### src/rtl/pwm_duty_meter.sv
// pwm_duty_meter: measures the period and high time of a PWM input in clk cycles.
// Parameters: CNT_BITS sets the counter and output width. TIMEOUT is the number
// of cycles without a rising edge before stuck is raised.
// Ports: clk and rst (asynchronous reset, active high). pwm_in is an asynchronous input.
// The outputs are meas_valid (a one-cycle strobe), period_out and high_out (the
// last measurement), stuck, and stuck_level (the input level when stuck was raised).
// The optional glitch filter is enabled by the macro PWM_METER_GLITCH_FILTER_EN.
`timescale 1ns/1ps

module pwm_duty_meter #(
  parameter int CNT_BITS = 16,
  parameter int TIMEOUT  = 60000
) (
  input  logic                clk,
  input  logic                rst,
  input  logic                pwm_in,
  output logic                meas_valid,
  output logic [CNT_BITS-1:0] period_out,
  output logic [CNT_BITS-1:0] high_out,
  output logic                stuck,
  output logic                stuck_level
);

  localparam logic [CNT_BITS-1:0] CNT_MAX = '1;
  localparam logic [CNT_BITS-1:0] TO_CNT  = CNT_BITS'(TIMEOUT);

  typedef enum logic {IDLE, MEASURE} state_t;

  state_t              state_q, state_d;
  logic                sync_q1, sync_q2;
  logic                lvl, lvl_d, rise;
  logic [CNT_BITS-1:0] per_cnt, hi_cnt;
  logic                capture, timeout, clear_stuck;

  always_ff @(posedge clk or posedge rst) begin
    if (rst) begin
      sync_q1 <= 1'b0;
      sync_q2 <= 1'b0;
    end else begin
      sync_q1 <= pwm_in;
      sync_q2 <= sync_q1;
    end
  end

`ifdef PWM_METER_GLITCH_FILTER_EN
  logic hist1, hist2, filt_q;

  always_ff @(posedge clk or posedge rst) begin
    if (rst) begin
      hist1  <= 1'b0;
      hist2  <= 1'b0;
      filt_q <= 1'b0;
    end else begin
      hist1  <= sync_q2;
      hist2  <= hist1;
      filt_q <= lvl;
    end
  end

  // Follow the input only once three samples in a row agree.
  always_comb begin
    lvl = filt_q;
    if (sync_q2 & hist1 & hist2)
      lvl = 1'b1;
    else if (~(sync_q2 | hist1 | hist2))
      lvl = 1'b0;
  end
`else
  assign lvl = sync_q2;
`endif

  always_ff @(posedge clk or posedge rst) begin
    if (rst) lvl_d <= 1'b0;
    else     lvl_d <= lvl;
  end

  assign rise = lvl & ~lvl_d;

  // On a rise, both counters restart at 1 so that the edge cycle is counted.
  always_ff @(posedge clk or posedge rst) begin
    if (rst) begin
      per_cnt <= '0;
      hi_cnt  <= '0;
    end else if (rise) begin
      per_cnt <= CNT_BITS'(1);
      hi_cnt  <= CNT_BITS'(1);
    end else begin
      if (per_cnt != CNT_MAX)
        per_cnt <= per_cnt + 1'b1;
      if (lvl && hi_cnt != CNT_MAX)
        hi_cnt <= hi_cnt + 1'b1;
    end
  end

  always_ff @(posedge clk or posedge rst) begin
    if (rst) state_q <= IDLE;
    else     state_q <= state_d;
  end

  always_comb begin
    state_d = state_q;
    unique case (state_q)
      IDLE:    if (rise) state_d = MEASURE;
      MEASURE: if (!rise && per_cnt == TO_CNT) state_d = IDLE;
    endcase
  end

  always_comb begin
    capture     = (state_q == MEASURE) & rise;
    timeout     = (state_q == MEASURE) & ~rise & (per_cnt == TO_CNT);
    clear_stuck = (state_q == IDLE) & rise;
  end

  always_ff @(posedge clk or posedge rst) begin
    if (rst) begin
      meas_valid  <= 1'b0;
      period_out  <= '0;
      high_out    <= '0;
      stuck       <= 1'b0;
      stuck_level <= 1'b0;
    end else begin
      meas_valid <= capture;
      if (capture) begin
        period_out <= per_cnt;
        high_out   <= hi_cnt;
      end
      if (timeout) begin
        stuck       <= 1'b1;
        stuck_level <= lvl;
      end else if (clear_stuck) begin
        stuck <= 1'b0;
      end
    end
  end

endmodule

### config.mk
export PLATFORM = sky130hd
export DESIGN_NAME = pwm_duty_meter
export DESIGN_NICKNAME = d
export VERILOG_FILES = /design/src/rtl/pwm_duty_meter.sv
export SDC_FILE = /design/constraint.sdc
export NUM_CORES = 1
export LEC_CHECK = 0
export ABC_CLOCK_PERIOD_IN_PS = 4200
export BUFFER_PORTS_ARGS = -buffer_cell sky130_fd_sc_hd__buf_2
export CELL_PAD_IN_SITES_DETAIL_PLACEMENT = 0
export CELL_PAD_IN_SITES_GLOBAL_PLACEMENT = 1
export CORE_ASPECT_RATIO = 0.5
export CORE_MARGIN = 8
export CORE_UTILIZATION = 50
export CTS_BUF_LIST = sky130_fd_sc_hd__clkbuf_4 sky130_fd_sc_hd__clkbuf_8 sky130_fd_sc_hd__clkbuf_16
export DETAILED_ROUTE_END_ITERATION = 12
export PLACE_DENSITY = 0.89
export SKIP_CTS_REPAIR_TIMING = 1
export SYNTH_ARGS = -nofsm -noshare
export SYNTH_HDL_FRONTEND = slang
export SYNTH_SLANG_ARGS = --single-unit
export TNS_END_PERCENT = 1
### constraint.sdc
create_clock -name clk -period 4.2 [get_ports clk]
set_input_delay 0.84 -clock clk [delete_from_list [all_inputs] [get_ports clk]]
set_output_delay 0.84 -clock clk [all_outputs]
set_load 0.05 [all_outputs]
Word-level counts from Yosys, hierarchy flattened
Index checks and enable logic that the tools add are counted.
{ "totals": {"register_bits": 71, "latch_bits": 0, "ram_bits": 0, "mem_bits_ro": 0, "input_bits": 3, "output_inout_bits": 35, "elab_cells": 39, "mem_count": 0} }
{ "classes": {"n_addsub": 2, "multipliers": 0, "div_mod_pow": 0, "magnitude_cmp": 0, "eq_ne": 3, "shift": 0, "mux": 9, "bitwise_logic": 8, "reduce_logical": 6} }
{ "op_table": {"columns": ["operator", "n"], "rows": [
  ["$mux W16", 4],
  ["$add A16 B1 Y16 const B", 2],
  ["$ne A16 B16 Y1 const B", 2],
  ["$eq A16 B16 Y1 const B", 1],
  ["$reduce_bool A2 Y1", 3],
  ["$and A1 B1 Y1", 5],
  ["$mux W1", 4],
  ["$not A1 Y1", 3],
  ["$logic_and A1 B1 Y1", 2],
  ["$pmux W1 S2", 1],
  ["$logic_not A1 Y1", 1]
]} }

Logic depth before layout (Yosys ltp)
{ "depth": {"depth_word": 6, "ltp_mapped": 7, "mapped_depth_nobuf": 6} }

Worst setup path before layout
No wires, ideal clock.
{ "synth_path": {"path_kind": "reg2reg", "startpoint": "register hi_cnt[0]", "endpoint": "register hi_cnt[3]", "setup_ns": 0.069, "arrival_time_ns": 1.486, "t_required_ns": 4.131, "setup_slack_ns": 2.645, "stages_incl_launch_ff": 6, "path_buffers": 0, "period_less_slack_ns": 1.555, "cell_sequence": "dfrtp_1 > ha_1 > nand3_2 > nor4_4 > or4_1 > nand3_1"} }
{ "synth_via": {"elab_chain_cells": 3, "elab_cells_between_ends": 6, "cone_classes": "1 x add/sub; 1 x eq/ne; 2 x mux; 2 x reduce/logical"} }
{ "synth_rtl": {"columns": ["element", "line_no", "rtl"], "rows": [
  ["start: declaration", "32", "logic [CNT_BITS-1:0] per_cnt, hi_cnt;"],
  ["start signal: assignment", "91", "hi_cnt <= hi_cnt + 1'b1;"],
  ["$add A16 B1 Y16 / $ne A16 B16 Y1 (equally long branches)", "91, 90", null],
  ["$mux W16 / $logic_and A1 B1 Y1 (equally long branches)", "90", "if (lvl && hi_cnt != CNT_MAX)"],
  ["$mux W16 / $reduce_bool A2 Y1 (equally long branches)", null, null]
]} }
Parallel ways exist; a longest one is shown, timed or not. The select of a mux whose other input is x is not followed.
A chain may end at the register's enable or synchronous reset.

Worst setup path after layout
{ "layout_path": {"startpoint": "register sync_q2, in the netlist lvl", "endpoint": "register period_out[9]"} }
{ "layout_via": {"elab_chain_cells": 2} }
{ "layout_rtl": {"columns": ["element", "line_no", "rtl"], "rows": [
  ["start: declaration", "30", "logic sync_q1, sync_q2;"],
  ["start signal: assignment", "41", "sync_q2 <= sync_q1;"],
  ["$and A1 B1 Y1", "77", "assign rise = lvl & ~lvl_d;"],
  ["$and A1 B1 Y1", "109", "capture = (state_q == MEASURE) & rise;"],
  ["end signal: assignment", "124", "period_out <= per_cnt;"],
  ["end: declaration", "18", "output logic [CNT_BITS-1:0] period_out,"]
]} }
Every way passes these cells.

==> results.sh <==
export IMPL_routed_wirelength_um=7320
export IMPL_layout_commonest_cell="dfrtp_1"
export IMPL_place_ws_ps=1960
export IMPL_globalplace_congestion=0.843
export IMPL_numCtsBuffers=9
export IMPL_avgSynthCellArea_um2=11.2
export IMPL_worstPathCellList="nor2b_1, buf_4, nand2_2, mux2_1"
export IMPL_cts_max_level=3
export IMPL_grt_usage_pct=15.7
export IMPL_area_growth_syn_to_layout_pct=16.3
export IMPL_power_density_nw_per_um2=469
export IMPL_fillers=561
export IMPL_fin_nets=347
export IMPL_yosysUniqueCellTypes=55
export IMPL_cp_slowest_cell="dfrtp_1"
export IMPL_cp_start_kind="flip-flop"
export IMPL_dieArea_um2=9900
export IMPL_insertedDiodeCount=0
export IMPL_synthArstFlopShare_pct=100
export IMPL_clock_sinks=71
export IMPL_cp_end_kind="flip-flop"
export IMPL_drt_iter0_markers=248
export IMPL_ys_warn_count=0
export IMPL_seq_area_frac_synth_pct=52.0
export IMPL_status="finished, final reports clean"
export IMPL_min_period_ps=2240
export IMPL_grt_pass1_vias=2518
export IMPL_firstDrtPassIters=4
export IMPL_r2r_setup_slack_ps=1960
export IMPL_die_y_um=74.5
export IMPL_max_freq_mhz=445
export IMPL_wl_per_cell_um=16.7
export IMPL_drtAntennaViolNets=0
export IMPL_tightest_slew_ps=1040
export IMPL_netlist_area_um2=3420
export IMPL_via_per_inst=5.86
export IMPL_hold_viol=0
export IMPL_fin_skew_ps=3.36
export IMPL_clock_latency_ps=320
export IMPL_critical_path_max_fanout=36
export IMPL_final_setup_viol_count=0
export IMPL_drv_cap=0
export IMPL_die_w_um=133
export IMPL_rows=21
export IMPL_layout_common_cells="dfrtp_1, buf_2, mux2_2, nand2_1, o21ai_0"
export IMPL_post_dp_hpwl_um=4920
export IMPL_synth_edf_count=0
export IMPL_power_mw=1.87
export IMPL_slew_viol_final=0
export IMPL_dpl_cell_area_um2=3660
export IMPL_slew_headroom_pct=30.5
export IMPL_fin_crit_sh_pct=53.5
export IMPL_final_area_um2=3980
export IMPL_vias=2567
export IMPL_cp_slowest_stage_delay_ps=650
export IMPL_antenna_found_initial=0
export IMPL_ys_ff_latch=71
export IMPL_cp_required_ps=4400
export IMPL_clk_pin_slew_ps=50
export IMPL_synth_nets=310
export IMPL_clockBufferDepth=2
export IMPL_rsz0062_at_grt="false"
export IMPL_hold_path_class="flip-flop to flip-flop"
export IMPL_drive_gt1_share_pct=28.6
export IMPL_drc_errors=0
export IMPL_postSynthCellCount=304
export IMPL_grt_pass1_wl_um=12500
export IMPL_cts_root_buf="clkbuf_16"
export IMPL_grt_max_degree=53
export IMPL_fin_ws_ps=1960
export IMPL_peakVddDrop_v=0.000409
export IMPL_numPortBuffers=37
export IMPL_grt_overflow_total=0
export IMPL_holdWs_ps=368
export IMPL_start_util_pct=51.4
export IMPL_crit_type="flip-flop to flip-flop"
export IMPL_synthFlopType="dfrtp_1"
export IMPL_leakagePower_nw=1.97
export IMPL_cts_tree="yes"
export IMPL_crit_arrival_ps=2450
export IMPL_ios=38
export IMPL_fp_coreArea_um2=6650
export IMPL_final_setup_tns_ps=0
-- layout make-up --
class	instances	area, um2	share of cell area (%)
well taps	92	115	2.89
repair buffers	39	200	5.03
flip-flops and latches	71	1780	44.7
clock inverters	3	40.0	1.01
inverters	8	30.0	0.755
clock buffers	13	274	6.89
multi-input cells	212	1540	38.8
-- synthesized netlist by cell type (2+ instances only) --
| library cell | number | share of area (%) |
|---|---|---|
| and4_1 | 7 | 1.8 |
| clkbuf_1 | 2 | 0.22 |
| inv_1 | 8 | 0.88 |
| nor3_1 | 6 | 0.88 |
| or3_1 | 4 | 0.73 |
| mux2i_1 | 2 | 0.59 |
| nand3_2 | 2 | 0.59 |
| nand4_1 | 7 | 1.3 |
| nand3_1 | 12 | 1.8 |
| nor4_1 | 2 | 0.37 |
| o21ai_0 | 20 | 2.9 |
| or4_1 | 2 | 0.44 |
| nand4_4 | 3 | 1.9 |
| buf_2 | 9 | 1.3 |
| mux2_2 | 28 | 9.2 |
| nor4_4 | 3 | 1.9 |
| nand2_1 | 25 | 2.7 |
| a31oi_1 | 8 | 1.5 |
| ha_1 | 3 | 1.1 |
| nor2_1 | 16 | 1.8 |
| a21oi_1 | 14 | 2.0 |
| a41o_1 | 4 | 1.2 |
| o211ai_1 | 3 | 0.66 |
| xor2_1 | 3 | 0.77 |
| dfrtp_1 | 71 | 52 |
| and2_1 | 3 | 0.55 |
| nor4bb_1 | 2 | 0.59 |
| o311ai_0 | 4 | 1.0 |
| and3_1 | 5 | 0.91 |
-- report_power, final --
part           switching (mW)  internal, mW
Clock                   0.260         0.512
Sequential             0.0704         0.743
Combinational           0.198        0.0826
-- per-layer routing --
metal	global-route usage (%)	wire length, um	vias up
met5	0	0	-
met1	18.7	3350	1290
met2	27.1	3640	49
li1	-	-	1221
met4	4.86	67	0
met3	4.78	265	7
-- worst paths after layout --
kind / from / endpoint / depth (start not counted)
worst max-delay path: lvl / period_out[9] / 4
worst min-delay path: sync_q1 / lvl / 0
worst max register to register: lvl / period_out[9] / 4
worst min register to register: sync_q1 / lvl / 0
max in group asynchronous: rst / hi_cnt[11] / 3
min in group asynchronous: rst / meas_valid / 2
-- cells by family (layout without fill, tap and decap cells) --
kind of cell / count (synthesis) / count (layout) / share of synthesized area (%)
simple gates: 108 / 108 / 20.1
flops: 71 / 71 / 52.0
compound gates: 66 / 66 / 12.7
mux: 31 / 31 / 10.1
buf+inv: 21 / 63 / 2.96
xor+xnor: 4 / 4 / 1.02
fa+ha+maj: 3 / 3 / 1.10
-- registers in the layout, indices dropped and copies added, names as in the netlist --
signal	cells
hi_cnt	16
high_out	16
lvl	1
lvl_d	1
meas_valid	1
per_cnt	16
period_out	16
state_q	1
stuck	1
stuck_level	1
sync_q1	1
-- critical path: cells and delay by family (launching register included) --
family,cells,cell delay (ps)
AND/OR/NAND/NOR,2,710
flip-flops,1,650
multiplexers,1,510
buffers and inverters,1,240
-- metrics by stage --
| stage | util, % | std cells |
|---|---|---|
| finish | 59.8 | 438 |
| global route | 59.8 | 438 |
| CTS | 59.8 | 438 |
| detailed placement | 55.1 | 422 |
| global placement | 55.1 | 422 |
| floorplan | - | 304 |
(Power assumes the default switching activity.)
